## config.mk

```make
export PLATFORM = sky130hd
export DESIGN_NAME = life_grid_engine
export DESIGN_NICKNAME = d
export VERILOG_FILES = /design/src/rtl/life_grid_engine.sv
export SDC_FILE = /design/constraint.sdc
export NUM_CORES = 1
export LEC_CHECK = 0
export BUFFER_PORTS_ARGS = -buffer_cell sky130_fd_sc_hd__buf_2
export CAP_MARGIN = 5
export CORE_MARGIN = 3
export CORE_UTILIZATION = 50
export CTS_CLUSTER_DIAMETER = 60
export DETAILED_ROUTE_END_ITERATION = 16
export PLACE_DENSITY = 0.68
export SETUP_SLACK_MARGIN = 0.1
export SYNTH_ARGS = -nofsm -noshare
export SYNTH_HDL_FRONTEND = slang
export SYNTH_SLANG_ARGS = --single-unit
```

## constraint.sdc

```tcl
create_clock -name clk -period 7.9 [get_ports clk]
set_input_delay 0.395 -clock clk [delete_from_list [all_inputs] [get_ports clk]]
set_output_delay 0.395 -clock clk [all_outputs]
set_load 0.03 [all_outputs]
```

## src/rtl/life_grid_engine.sv

```systemverilog
`default_nettype none
// ============================================================================
//  Module      : life_grid_engine
//  Description : Conway's Game of Life (B3/S23) engine on a ROWS x COLS grid.
//                Supports single-stepping, timed free-running, and optionally
//                halting when the pattern stops changing. Edges can be
//                toroidal or read as dead.
//  Revision    : 1.0 - initial release
// ============================================================================
module life_grid_engine #(
    parameter int ROWS   = 8,
    parameter int COLS   = 8,
    parameter int WRAP   = 1,
    parameter int PERIOD = 100000000,
    parameter int GEN_W  = 16
) (
    input  logic                   clk,
    input  logic                   reset,
    input  logic                   clear,
    input  logic                   write_enb,
    input  logic [ROWS*COLS-1:0]   write_val,
    input  logic                   step,
    input  logic                   run_enb,
    input  logic                   halt_on_stable,
    output logic [ROWS*COLS-1:0]   alive,
    output logic [GEN_W-1:0]       generation,
    output logic                   step_done,
    output logic                   stable,
    output logic                   extinct,
    output logic [1:0]             state
);

    localparam int                   CELLS      = ROWS * COLS;
    localparam int                   TIMER_W    = $clog2(PERIOD);
    localparam logic [TIMER_W-1:0]   TIMER_LAST = TIMER_W'(PERIOD - 1);

    typedef enum logic [1:0] {
        ST_IDLE = 2'd0,
        ST_RUN  = 2'd1,
        ST_HALT = 2'd2
    } state_t;

    state_t               r_state;
    logic [CELLS-1:0]     r_alive;
    logic [GEN_W-1:0]     r_gen;
    logic                 r_done;
    logic                 r_stable;
    logic [TIMER_W-1:0]   r_timer;

    logic [CELLS-1:0]     w_next;
    logic                 w_load;
    logic                 w_expire;
    logic                 w_take;
    logic                 w_next_same;
    logic                 w_next_dead;

    // Per-cell next state: gather the 3x3 window (centre excluded), count, apply B3/S23.
    for (genvar r = 0; r < ROWS; r++) begin : g_row
        for (genvar c = 0; c < COLS; c++) begin : g_col
            logic [8:0] w_win;
            logic [3:0] w_cnt;
            for (genvar k = 0; k < 9; k++) begin : g_nb
                localparam int  RR     = r + (k / 3) - 1;
                localparam int  CC     = c + (k % 3) - 1;
                localparam bit  INSIDE = (RR >= 0) && (RR < ROWS) && (CC >= 0) && (CC < COLS);
                localparam int  WR     = (RR + ROWS) % ROWS;
                localparam int  WC     = (CC + COLS) % COLS;
                if (k == 4) begin : g_centre
                    assign w_win[k] = 1'b0;
                end else if (INSIDE || (WRAP != 0)) begin : g_live
                    assign w_win[k] = r_alive[WR*COLS + WC];
                end else begin : g_dead
                    assign w_win[k] = 1'b0;
                end
            end
            assign w_cnt = 4'($countones(w_win));
            assign w_next[r*COLS + c] = (w_cnt == 4'd3) ||
                                        (r_alive[r*COLS + c] && (w_cnt == 4'd2));
        end
    end

    // A load or clear pre-empts any step, whether requested or timer-driven.
    assign w_load      = clear | write_enb;
    assign w_expire    = (r_state == ST_RUN) && run_enb && (r_timer == TIMER_LAST);
    assign w_take      = !w_load && (((r_state == ST_IDLE) && step) || w_expire);
    assign w_next_same = (w_next == r_alive);
    assign w_next_dead = ~|w_next;

    // Grid, generation counter, status flags, timer and run-control FSM.
    always_ff @(posedge clk or negedge reset) begin
        if (!reset) begin
            r_state  <= ST_IDLE;
            r_alive  <= '0;
            r_gen    <= '0;
            r_done   <= 1'b0;
            r_stable <= 1'b0;
            r_timer  <= '0;
        end else begin
            r_done <= 1'b0;

            if (clear) begin
                r_alive  <= '0;
                r_gen    <= '0;
                r_stable <= 1'b0;
            end else if (write_enb) begin
                r_alive  <= write_val;
                r_gen    <= '0;
                r_stable <= 1'b0;
            end else if (w_take) begin
                r_alive  <= w_next;
                r_gen    <= r_gen + GEN_W'(1);
                r_stable <= w_next_same;
                r_done   <= 1'b1;
            end

            case (r_state)
                ST_IDLE: begin
                    if (run_enb) begin
                        r_state <= ST_RUN;
                        r_timer <= '0;
                    end
                end
                ST_RUN: begin
                    if (!run_enb) begin
                        r_state <= ST_IDLE;
                        r_timer <= '0;
                    end else begin
                        if (w_load || (r_timer == TIMER_LAST)) begin
                            r_timer <= '0;
                        end else begin
                            r_timer <= r_timer + TIMER_W'(1);
                        end
                        if (w_take && halt_on_stable && (w_next_same || w_next_dead)) begin
                            r_state <= ST_HALT;
                        end
                    end
                end
                ST_HALT: begin
                    r_timer <= '0;
                    if (!run_enb) begin
                        r_state <= ST_IDLE;
                    end else if (w_load) begin
                        r_state <= ST_RUN;
                    end
                end
                default: begin
                    r_state <= ST_IDLE;
                    r_timer <= '0;
                end
            endcase
        end
    end

    assign alive      = r_alive;
    assign generation = r_gen;
    assign step_done  = r_done;
    assign stable     = r_stable;
    assign extinct    = ~|r_alive;
    assign state      = r_state;

endmodule
`default_nettype wire

```

==> qor.yml <==
critical_path:
  end_kind: "flip-flop"
  path_common_cell: "sky130_fd_sc_hd__fa_1"
  critPathSlowestCell: "sky130_fd_sc_hd__dfrtp_1"
  critPathKind: "reg -> reg"
  crit_arrival_ns: 5.83
  r2r-start: "alive[34]"
  critPathLaunchType: "flip-flop"
  rr_worst_depth: 15
  crit_required_ns: 8.27
  crit_path_max_incr_delay_ns: 0.95
  critical_path.cell_chain: "inv_1, ha_1, fa_1, fa_1, inv_1, fa_1, a211oi_1, mux2i_1, nor4_1, xnor2_1, a2111o_1, nor4_1, nand2_1, a21oi_1, o21a_1"
  crit_fanout: 14
  reg2reg_setup_slack_ns: 2.44
  regToRegEndpoint: "state[1]"
place:
  finalWeightedCongestion: 1.03
  port-buffer-count: 155
  dp_slack_ns: 2.43
  dp_hpwl_um: 58700
  count_of_placed_standard_cells_including_taps: 2935
grt:
  grt_max_degree: 85
  groute.usage.overall: 0.334
  grt_pass1_vias: 18600
  global_route.overflow_total: 0
  antenna_found_initial: 4
  grt_pass1_wl_um: 112000
power_and_ir_drop:
  max-vdd-ir-drop_v: 0.000124
  power_leakage_uw: 0.0121
  p_per_area_nw_per_um2: 173
clock_tree:
  post-cts-setup-buffer-count: 0
  cts-root-to-sink-buffers: 2
  clock_sinks: 111
  clkTransAtPathRegs_ns: 0.11
  ctsHtreeMaxLevel: 3
  cts_hold_bufs: 0
  number_of_cells_upsized_or_downsized_after_cts: 0
  worstSkewPairLatency_ns: 0.42
  clock_tree.root_cell: "sky130_fd_sc_hd__clkbuf_16"
  tritoncts: "built"
  cts_buffers: 9
detailed_routing:
  finalWirelength_um: 73700
  post_drt_via_cell_ratio: 6.05
  drt_pass1_iterations: 5
  avgRoutedWirePerCell_um: 25.0
  final_antenna_net_count: 0
  vias: 17900
  drc_errors: 0
  drt_iter0_drc: 1390
yosys:
  mean_post_synth_cell_area_um2: 9.49
  synth.ff_latch_count: 111
  netlist_area_um2: 21300
  netlist_instances: 2245
  synth-main-ff-cell: "sky130_fd_sc_hd__dfrtp_1"
  synthArstFlopShare: 1.00
  synth_edf_count: 0
  yosys_warnings: 0
  ys_seq_area_frac: 0.130
  synth_nets: 3022
  yosys.cell_types.count: 65
floorplan:
  row_count: 74
  core_area_um2: 41500
  start_util: 0.513
  overall_die_width_um: 212
  pin_count: 156
  die_y_um: 212
  die_area_um2: 45100
sta:
  slew_hr: 0.300
  fin_crit_ns: 5.46
  rsz0062_at_grt: "false"
  timing_hold_violations_final: 0
  maximum_clock_frequency_mhz: 183
  final.setup.worst_slack_ns: 2.44
  max_slew_violation_total_from_the_final_report: 0
  final.period_utilization: 0.691
  final.setup_skew_ns: 0.0240
  worstMarginPinSlew_ns: 1.05
  finalSetupTns_ns: 0
  setup_viol: 0
worst_hold_path:
  min_path_type: "in -> async"
layout:
  final_cell_utilization_of_the_core: 0.560
  finalNetCount: 3191
  syn2layout_area_growth_pct: 9.11
  stdcell_count: 2953
  final_layout_size_suffix_gt1_frac: 0.0934
  layout_commonest_cell: "sky130_fd_sc_hd__ha_1"
  layout.cells.most_common_list: "sky130_fd_sc_hd__ha_1, sky130_fd_sc_hd__inv_1, sky130_fd_sc_hd__fa_1, sky130_fd_sc_hd__nor2_1, sky130_fd_sc_hd__buf_2"
status:
  run_status: "finished, final reports clean"
flow_run:
  cap_viol_max_count: 0
-- worst max-delay path, delay by kind of cell (launching register included) --
family / cells / cell delay [ns]
xor gates and xnor gates: 1 / 0.24
DFF: 1 / 0.95
buffers and inverters: 2 / 0.21
AOI/OAI and AO/OA: 4 / 1.00
adders and majority gates: 4 / 1.49
and+or+nand+nor: 3 / 1.42
muxes: 1 / 0.11
-- cell usage after synthesis, types with 5 or more instances --
cell	instances	area, µm²
sky130_fd_sc_hd__a21oi_1	137	686
sky130_fd_sc_hd__o21a_1	8	60.1
sky130_fd_sc_hd__xor2_1	18	158
sky130_fd_sc_hd__ha_1	418	5230
sky130_fd_sc_hd__nand2_1	87	327
sky130_fd_sc_hd__o31ai_1	14	105
sky130_fd_sc_hd__nand3_1	12	60.1
sky130_fd_sc_hd__buf_2	8	40.0
sky130_fd_sc_hd__dfrtp_1	111	2780
sky130_fd_sc_hd__a2111oi_0	12	105
sky130_fd_sc_hd__a31oi_1	30	188
sky130_fd_sc_hd__xnor2_1	18	158
sky130_fd_sc_hd__nor2_1	248	931
sky130_fd_sc_hd__inv_1	367	1380
sky130_fd_sc_hd__clkbuf_1	27	101
sky130_fd_sc_hd__or3_1	15	93.8
sky130_fd_sc_hd__nor2b_1	44	275
sky130_fd_sc_hd__a211oi_1	52	390
sky130_fd_sc_hd__o2111ai_1	6	52.6
sky130_fd_sc_hd__a211o_1	14	123
sky130_fd_sc_hd__nand2b_1	12	75.1
sky130_fd_sc_hd__nor3_1	37	185
sky130_fd_sc_hd__nand4_1	30	188
sky130_fd_sc_hd__o221ai_1	5	43.8
sky130_fd_sc_hd__nor3b_1	11	82.6
sky130_fd_sc_hd__nor4bb_1	8	80.1
sky130_fd_sc_hd__or2_2	6	37.5
sky130_fd_sc_hd__and3_1	7	43.8
sky130_fd_sc_hd__mux2i_1	45	450
sky130_fd_sc_hd__fa_1	288	5770
sky130_fd_sc_hd__and4_1	5	43.8
sky130_fd_sc_hd__or4_1	8	60.1
sky130_fd_sc_hd__nor4b_1	17	149
sky130_fd_sc_hd__o21ai_0	33	165
sky130_fd_sc_hd__nor4_1	30	188
-- state kept, by name, summed over array words and instances, names as in the netlist --
| register | flops |
|---|---|
| stable | 1 |
| state | 2 |
| alive | 64 |
| r_timer | 27 |
| step_done | 1 |
| generation | 16 |
-- stage by stage --
step / cell area (µm²) / hold slack (ns) / total power [µW]
after CTS: 23200 / 0.0516 / 3960
after global routing: 23200 / 0.0726 / 4300
final: 23200 / 0.0415 / 4010
after global placement: 22900 / 0.502 / 3340
after detailed placement: 22900 / 0.503 / 3410
after floorplan: 21300 / 0.0994 / 2400
-- cell type report --
| cell class | count | area (µm²) |
|---|---|---|
| fillers | 3736 | 18200 |
| multi-input cells | 1728 | 17000 |
| flip-flops and latches | 111 | 2780 |
| inverters | 367 | 1380 |
| repair buffers | 197 | 1100 |
| well taps | 532 | 666 |
| clock buffers | 9 | 225 |
| clock inverters | 7 | 93.8 |
| diodes | 2 | 5.00 |
-- worst max path at each step --
stage	start	endpoint	slack (ns)
4_1_cts	alive[51]	state[1]	2.44
2_1_floorplan	alive[22]	state[0]	3.24
3_3_place_gp	alive[34]	state[0]	2.47
6_report	alive[34]	state[1]	2.44
3_5_place_dp	alive[51]	state[0]	2.43
5_1_grt	alive[21]	state[0]	2.18
-- power breakdown --
part           internal [µW]  total [µW]  switching, µW
clock network            231         528            297
registers                592         725            133
logic                   1020        2760           1730
total                   1840        4010           2160
-- layer usage --
metal  vias up  routed length [µm]  track usage
met5         -                  13            0
li1       7849                   -            -
met4         2                3690        0.159
met1      9062               30700        0.446
met2       751               34000        0.532
met3       201                5380       0.0573
-- cells by family (layout without fill, tap and decap cells) --
logic type               after synthesis  after routing  share of synthesized area
multiplexers                          45             45                     0.0212
XOR/XNOR                              36             36                     0.0148
AND/OR/NAND/NOR                      591            591                      0.139
adder cells (fa/ha/maj)              706            706                      0.516
AO/OA/AOI/OAI                        350            350                      0.106
buffers and inverters                406            580                     0.0720
other                                  0              2                          0
flip-flops                           111            111                      0.130
No activity file was read; power rests on OpenSTA's default activity.
